<file path="src/rtl/reg_scoreboard_pkg.sv">
// Shared constants and types for the register scoreboard: register count,
// select/counter widths and the one-hot decode helper.
package reg_scoreboard_pkg;

  localparam int NUM_REGS    = 8;
  localparam int SEL_W       = 3;
  localparam int CNT_W       = 2;
  localparam int STALL_CNT_W = 16;

  typedef logic [SEL_W-1:0]       reg_sel_t;
  typedef logic [CNT_W-1:0]       cnt_t;
  typedef logic [NUM_REGS-1:0]    reg_vec_t;
  typedef logic [STALL_CNT_W-1:0] stall_cnt_t;

  // Most in-flight writes a single register can track.
  localparam cnt_t CNT_MAX = '1;

  function automatic reg_vec_t sel_onehot(input reg_sel_t sel, input logic en);
    reg_vec_t onehot;
    onehot      = '0;
    onehot[sel] = en;
    return onehot;
  endfunction

endpackage

</file>
<file path="src/rtl/reg_scoreboard_if.sv">
// Decode/write-back handshake between the issue stage and the register
// scoreboard; master is the pipeline side, slave is the scoreboard.
interface reg_scoreboard_if;
  import reg_scoreboard_pkg::*;

  logic       issue_valid;
  logic       issue_src1_used;
  reg_sel_t   issue_src1_sel;
  logic       issue_src2_used;
  reg_sel_t   issue_src2_sel;
  logic       issue_dst_wen;
  reg_sel_t   issue_dst_sel;
  logic       wb_valid;
  reg_sel_t   wb_sel;
  logic       flush;
  logic       stall;
  reg_vec_t   busy_vec;
  stall_cnt_t stall_cnt;
  logic       err;

  modport master (
    output issue_valid, issue_src1_used, issue_src1_sel,
           issue_src2_used, issue_src2_sel,
           issue_dst_wen, issue_dst_sel,
           wb_valid, wb_sel, flush,
    input  stall, busy_vec, stall_cnt, err
  );

  modport slave (
    input  issue_valid, issue_src1_used, issue_src1_sel,
           issue_src2_used, issue_src2_sel,
           issue_dst_wen, issue_dst_sel,
           wb_valid, wb_sel, flush,
    output stall, busy_vec, stall_cnt, err
  );

endinterface

</file>
<file path="src/rtl/reg_scoreboard_sb_counter.sv">
// Pending-write counter for one architectural register: counts accepted
// writes up and write-backs down, cleared by flush, flags underflow.
module sb_counter
  import reg_scoreboard_pkg::*;
(
  input  logic clk,
  input  logic rst,
  input  logic inc,
  input  logic dec,
  input  logic clr,
  output cnt_t count,
  output logic nonzero,
  output logic underflow
);

  // NOTE: state uses non-blocking assignments so every counter samples the
  // same pre-edge values; blocking here would create ordering races.
  always_ff @(posedge clk or negedge rst) begin
    if (!rst) begin
      count <= '0;
    end else if (clr) begin
      count <= '0;
    end else if (inc && !dec) begin
      count <= count + cnt_t'(1);
    end else if (dec && !inc && count != '0) begin
      count <= count - cnt_t'(1);
    end
  end

  assign nonzero   = |count;
  // A retire with nothing pending is a protocol error; flush masks it.
  assign underflow = dec & ~inc & ~clr & ~nonzero;

endmodule

</file>
<file path="src/rtl/reg_scoreboard.sv">
// Decode-stage hazard tracker: per-register pending-write counters, issue
// stall, stall-cycle counter and sticky error. Optional macro
// SCOREBOARD_WB_BYPASS_EN lets a source issue in its final write-back cycle.
module reg_scoreboard
  import reg_scoreboard_pkg::*;
(
  input  logic             clk,
  input  logic             rst,
  reg_scoreboard_if.slave  bus
);

  cnt_t       count [NUM_REGS];
  reg_vec_t   nonzero;
  reg_vec_t   underflow;
  reg_vec_t   inc_vec;
  reg_vec_t   dec_vec;
  reg_vec_t   src_busy;
  logic       hazard;
  logic       stall;
  logic       accept;
  stall_cnt_t stall_cnt;
  logic       err;

  // NOTE: every always_comb output gets a default first so no path leaves
  // it unassigned and a latch is never inferred.
  always_comb begin
    src_busy = nonzero;
`ifdef SCOREBOARD_WB_BYPASS_EN
    // The last outstanding write lands this cycle; decode reads the wb bus.
    if (bus.wb_valid && count[bus.wb_sel] == cnt_t'(1)) begin
      src_busy[bus.wb_sel] = 1'b0;
    end
`endif
    hazard = (bus.issue_src1_used & src_busy[bus.issue_src1_sel])
           | (bus.issue_src2_used & src_busy[bus.issue_src2_sel])
           | (bus.issue_dst_wen & (count[bus.issue_dst_sel] == CNT_MAX));
    stall  = bus.issue_valid & hazard & ~bus.flush;
    accept = bus.issue_valid & ~stall & ~bus.flush;
  end

  assign inc_vec = sel_onehot(bus.issue_dst_sel, accept & bus.issue_dst_wen);
  assign dec_vec = sel_onehot(bus.wb_sel, bus.wb_valid);

  for (genvar i = 0; i < NUM_REGS; i++) begin : g_cnt
    sb_counter u_cnt (
      .clk       (clk),
      .rst       (rst),
      .inc       (inc_vec[i]),
      .dec       (dec_vec[i]),
      .clr       (bus.flush),
      .count     (count[i]),
      .nonzero   (nonzero[i]),
      .underflow (underflow[i])
    );
  end

  // NOTE: only control/status flops live here and all take the async reset;
  // there is no storage array that could be left unreset.
  always_ff @(posedge clk or negedge rst) begin
    if (!rst) begin
      stall_cnt <= '0;
      err       <= 1'b0;
    end else begin
      if (stall && stall_cnt != '1) begin
        stall_cnt <= stall_cnt + stall_cnt_t'(1);
      end
      if (|underflow) begin
        err <= 1'b1;
      end
    end
  end

  assign bus.stall     = stall;
  assign bus.busy_vec  = nonzero;
  assign bus.stall_cnt = stall_cnt;
  assign bus.err       = err;

endmodule

</file>
<file path="src/flat_wrapper.sv">
// flat-port wrapper written by rule: the top's interface ports become plain ports
module reg_scoreboard_flat import reg_scoreboard_pkg::*;
  (clk, rst, bus_issue_valid, bus_issue_src1_used, bus_issue_src1_sel, bus_issue_src2_used, bus_issue_src2_sel, bus_issue_dst_wen, bus_issue_dst_sel, bus_wb_valid, bus_wb_sel, bus_flush, bus_stall, bus_busy_vec, bus_stall_cnt, bus_err);
  reg_scoreboard_if bus_i ();
  input  logic clk;
  input  logic rst;
  input wire logic [$bits(bus_i.issue_valid)-1:0] bus_issue_valid;
  input wire logic [$bits(bus_i.issue_src1_used)-1:0] bus_issue_src1_used;
  input wire logic [$bits(bus_i.issue_src1_sel)-1:0] bus_issue_src1_sel;
  input wire logic [$bits(bus_i.issue_src2_used)-1:0] bus_issue_src2_used;
  input wire logic [$bits(bus_i.issue_src2_sel)-1:0] bus_issue_src2_sel;
  input wire logic [$bits(bus_i.issue_dst_wen)-1:0] bus_issue_dst_wen;
  input wire logic [$bits(bus_i.issue_dst_sel)-1:0] bus_issue_dst_sel;
  input wire logic [$bits(bus_i.wb_valid)-1:0] bus_wb_valid;
  input wire logic [$bits(bus_i.wb_sel)-1:0] bus_wb_sel;
  input wire logic [$bits(bus_i.flush)-1:0] bus_flush;
  output wire logic [$bits(bus_i.stall)-1:0] bus_stall;
  output wire logic [$bits(bus_i.busy_vec)-1:0] bus_busy_vec;
  output wire logic [$bits(bus_i.stall_cnt)-1:0] bus_stall_cnt;
  output wire logic [$bits(bus_i.err)-1:0] bus_err;
  assign bus_i.issue_valid = bus_issue_valid;
  assign bus_i.issue_src1_used = bus_issue_src1_used;
  assign bus_i.issue_src1_sel = bus_issue_src1_sel;
  assign bus_i.issue_src2_used = bus_issue_src2_used;
  assign bus_i.issue_src2_sel = bus_issue_src2_sel;
  assign bus_i.issue_dst_wen = bus_issue_dst_wen;
  assign bus_i.issue_dst_sel = bus_issue_dst_sel;
  assign bus_i.wb_valid = bus_wb_valid;
  assign bus_i.wb_sel = bus_wb_sel;
  assign bus_i.flush = bus_flush;
  assign bus_stall = bus_i.stall;
  assign bus_busy_vec = bus_i.busy_vec;
  assign bus_stall_cnt = bus_i.stall_cnt;
  assign bus_err = bus_i.err;
  reg_scoreboard u_core (.clk(clk), .rst(rst), .bus(bus_i));
endmodule
</file>
<file path="config.mk">
export PLATFORM = sky130hd
export DESIGN_NAME = reg_scoreboard_flat
export DESIGN_NICKNAME = d
export VERILOG_FILES = /design/src/rtl/reg_scoreboard_pkg.sv /design/src/rtl/reg_scoreboard_if.sv /design/src/rtl/reg_scoreboard_sb_counter.sv /design/src/rtl/reg_scoreboard.sv /design/src/flat_wrapper.sv
export SDC_FILE = /design/constraint.sdc
export NUM_CORES = 1
export LEC_CHECK = 0
export BUFFER_PORTS_ARGS = -buffer_cell sky130_fd_sc_hd__buf_2
export CAP_MARGIN = 20
export CORE_MARGIN = 2
export CORE_UTILIZATION = 56
export DETAILED_ROUTE_END_ITERATION = 10
export PLACE_DENSITY = 0.81
export SKIP_CTS_REPAIR_TIMING = 1
export SLEW_MARGIN = 25
export SYNTH_ARGS = -nofsm -noshare
export SYNTH_HDL_FRONTEND = slang
export SYNTH_SLANG_ARGS = --single-unit
</file>
<file path="constraint.sdc">
create_clock -name clk -period 3.1 [get_ports clk]
set_clock_uncertainty 0.2 [all_clocks]
set_input_delay 0.31 -clock clk [delete_from_list [all_inputs] [get_ports clk]]
set_output_delay 0.31 -clock clk [all_outputs]
set_load 0.005 [all_outputs]
</file>
==> metrics.md <==
| Metric | Value |
|---|---|
| Net switching power | 0.321 mW |
| Ant diodes | 0 |
| Sequential Power Share | 48.9% |
| Vias | 2,230 |
| RSZ-0062 raised after global routing | false |
| Critical path class | flop to output port |
| Buffers on Ports | 45 |
| Power Total | 1.02 mW |
| Worst path arrival time | 2.44 ns |
| Starting Density | 57.4% |
| DIE AREA | 4950 sq um |
| Critical-path cell list | inv_1, o311ai_2, a22oi_2, a2111oi_4, nor2_2, nor2_1, buf_2 |
| Post-Syn Area | 2460 sq um |
| Slew @ Worst Pin | 0.800 ns |
| Leakage power | 1.25 nW |
| Number of global-route vias before repair | 2,011 |
| Hold worst-path end | u_core.g_cnt[3].u_cnt.count[0]$_DFFE_PN0P_ |
| Total CTS buffers | 5 |
| Async S/R FF share, synth | 100% |
| Distinct cell type count after synthesis | 58 |
| Flop2flop setup slack | 0.21 ns |
| Synth Flop Type | dfrtp_1 |
| Avg Cell Area, Syn | 9.34 sq um |
| Min cycle time layout | 2.95 ns |
| Warning count from the yosys run | 0 |
| Crit path launch type | flop |
| Slew Viols, Final | 0 |
| Worst VDD drop | 169 uV |
| Slew margin rel. | 46.7% |
| Sequential fraction of the synthesis area | 33.5% |
| Final period util | 95.1% |
| Syn Inst Count | 264 |
| Die Ht | 70.3 um |
| Hpwl dp | 4.31 mm |
| Top achievable clock speed | 339 MHz |
| Origin of the critical flop-to-flop path | u_core.g_cnt[2].u_cnt.count[1]$_DFFE_PN0P_ |
| # rows | 24 |
| Final Core Density | 62.8% |
| Register area | 826 sq um |
| # setup viols final | 0 |
| Slowest-stage cell, CP | a2111oi_4 |
| Drt total wl | 5.93 mm |
| Clock Sinks | 33 |
| Clock Power Share | 32.1% |
| Power Internal | 0.698 mW |
| 1st-iter DRT viols | 184 |
| Largest net degree at the start of global routing | 34 |
| Dpl cell area | 2600 sq um |
| CTS root buf | clkbuf_8 |
| Post-synth EDFFs | 0 |
| GRT Overall Usage | 25.2% |
| Top-count cell post-synth | dfrtp_1 |
| Clk buf depth | 2 |
| Layout cells sized above 1 | 28.5% |
| Finished Cell Area | 2700 sq um |
| Worst R2R Path Depth | 8 |
| Antenna viol nets, final | 0 |
| Reg clk slew, reported paths | 0.07 ns |
| Critical path fanouts, max | 10 |
| Hold depth | 3 |
| Combined area of the multi-input logic cells | 1450 sq um |
| Vias per inst | 6.25 |
| Worst path bufs/invs | 2 |
| Worst hold slack | 0.194 ns |
| First-pass DRT Iterations | 4 |
| Largest cells by area after synthesis | dfrtp_1 (34%), xnor2_1 (4.3%), o21ai_0 (3.2%), or2_2 (3.0%), a211oi_1 (2.7%) |
| Number of max-cap violations | 0 |
| H-Tree Depth | 2 |
| Chip width | 70.3 um |
| Total gr overflow | 0 |
| Initial antenna violation count | 0 |
| WP data required | 2.59 ns |
| Final Hold Fails | 0 |
| #FFs+latches synth | 33 |
| Delay-heaviest family, CP | compound AO/OA/AOI/OAI gates |
| Core Area | 4290 sq um |
| Gate power share | 19.0% |
| RD Place Congestion | 0.883 |
| Sw Ratio | 31.5% |
| Fin nets | 325 |
| Setup TNS | 0 ns |
| Power per cell area | 378 nW/um^2 |
| Yosys top cell area share | 33.5% |
| First-pass GRT wire length | 9.88 mm |
| Crit-path max cell delay | 0.72 ns |
| Worst Setup SP | u_core.g_cnt[2].u_cnt.count[1]$_DFFE_PN0P_ |
| Setup crit end kind | output port |
| Status | completed |
| Fill count | 377 |
| Post-synth net total | 285 |
| CTS tree | built |
| I/O pin count | 46 |
| DRC | 0 |
| WL/cell | 16.6 um |
| FF-to-FF End | u_core.bus.stall_cnt[9]$_DFFE_PN0P_ |
| HP Class | input pin to flop |
| Commonest cells post-synth | dfrtp_1 (33), nand2_1 (17), o21ai_0 (16), nor2_1 (14), a21oi_1 (13) |
| Worst Hold Launch | bus_wb_sel[1] |
| Worst-Skew Late Latency | 0.29 ns |
| Post-synth top area cell | dfrtp_1 |
| Area Growth Syn to Fin | 9.44% |
cell usage in the layout, fill, tap and decap left out, drive strengths merged, types with 2 or more instances in the layout:
cell type	n
buf	48
dfrtp	33
nand2	17
o21ai	16
nor2	16
a21oi	13
or2	13
nand3	12
xnor2	12
nor3	12
nand4	10
a211oi	9
nor3b	7
nor4b	6
nor2b	6
nor4	6
and3	6
and2	6
xor2	5
clkbuf	5
inv	4
mux2	4
nand3b	3
o21bai	3
o21a	3
a22oi	3
nand2b	2
a311oi	2
nand4b	2
o32ai	2
a21o	2
clkinv	2
and2b	2
area by class of cell:
| class | instances | share of cell area (%) |
|---|---|---|
| tap | 52 | 2.41 |
| inverter | 4 | 0.557 |
| clock buffer | 5 | 2.55 |
| sequential | 33 | 30.6 |
| clock inverter | 3 | 0.649 |
| multi-input combinational | 211 | 53.7 |
| timing repair buffer | 49 | 9.55 |
per-layer routing:
layer | track usage [%] | share of wire, %
met4 | 9.19 | 0.96
met2 | 39.4 | 47
met3 | 3.61 | 6.6
met1 | 35.4 | 45
met5 | 0 | 0
stage by stage:
step	setup WS, ns	cells
after floorplan	0.459	264
after global placement	0.216	348
after detailed placement	0.107	348
after CTS	0.171	356
after global routing	0.0135	357
final	0.153	357
state kept, by name, indices dropped and copies added, names as in the netlist:
signal	cells
u_core.bus.err	1
u_core.g_cnt.u_cnt.count	16
u_core.bus.stall_cnt	16
how the worst max path moves through the flow:
stage | endpoint | cells past startpoint
3_3_place_gp | u_core.bus.err$_DFFE_PN0P_ | 9
5_1_grt | u_core.bus.err$_DFFE_PN0P_ | 8
6_report | bus_stall | 7
3_5_place_dp | u_core.bus.stall_cnt[9]$_DFFE_PN0P_ | 9
4_1_cts | bus_stall | 7
2_1_floorplan | u_core.bus.err$_DFFE_PN0P_ | 9
power by group through the flow:
stage               registers [mW]  clock network [mW]  logic [mW]
floorplan                    0.501                   0       0.127
global placement             0.507                   0       0.186
detailed placement           0.507                   0       0.191
CTS                          0.498               0.334       0.193
global route                 0.505               0.352       0.217
finish                       0.498               0.327       0.194
cell families after synthesis:
logic type	after synthesis	share of synthesized area (%)
buffers and inverters	20	7.77
and+or+nand+nor	127	31.0
DFF	33	33.5
muxes	6	3.30
xor gates and xnor gates	17	6.04
adders and majority gates	1	0.508
AOI/OAI and AO/OA	60	17.9
worst reg2reg max path: cells and delay by family (launching register included):
kind                   cells  cell delay (ns)
XOR/XNOR                   1             0.19
AND/OR/NAND/NOR            2             0.51
buffers and inverters      1             0.08
flip-flops                 1             0.47
AO/OA/AOI/OAI              4             1.36
(Power assumes the default switching activity.)
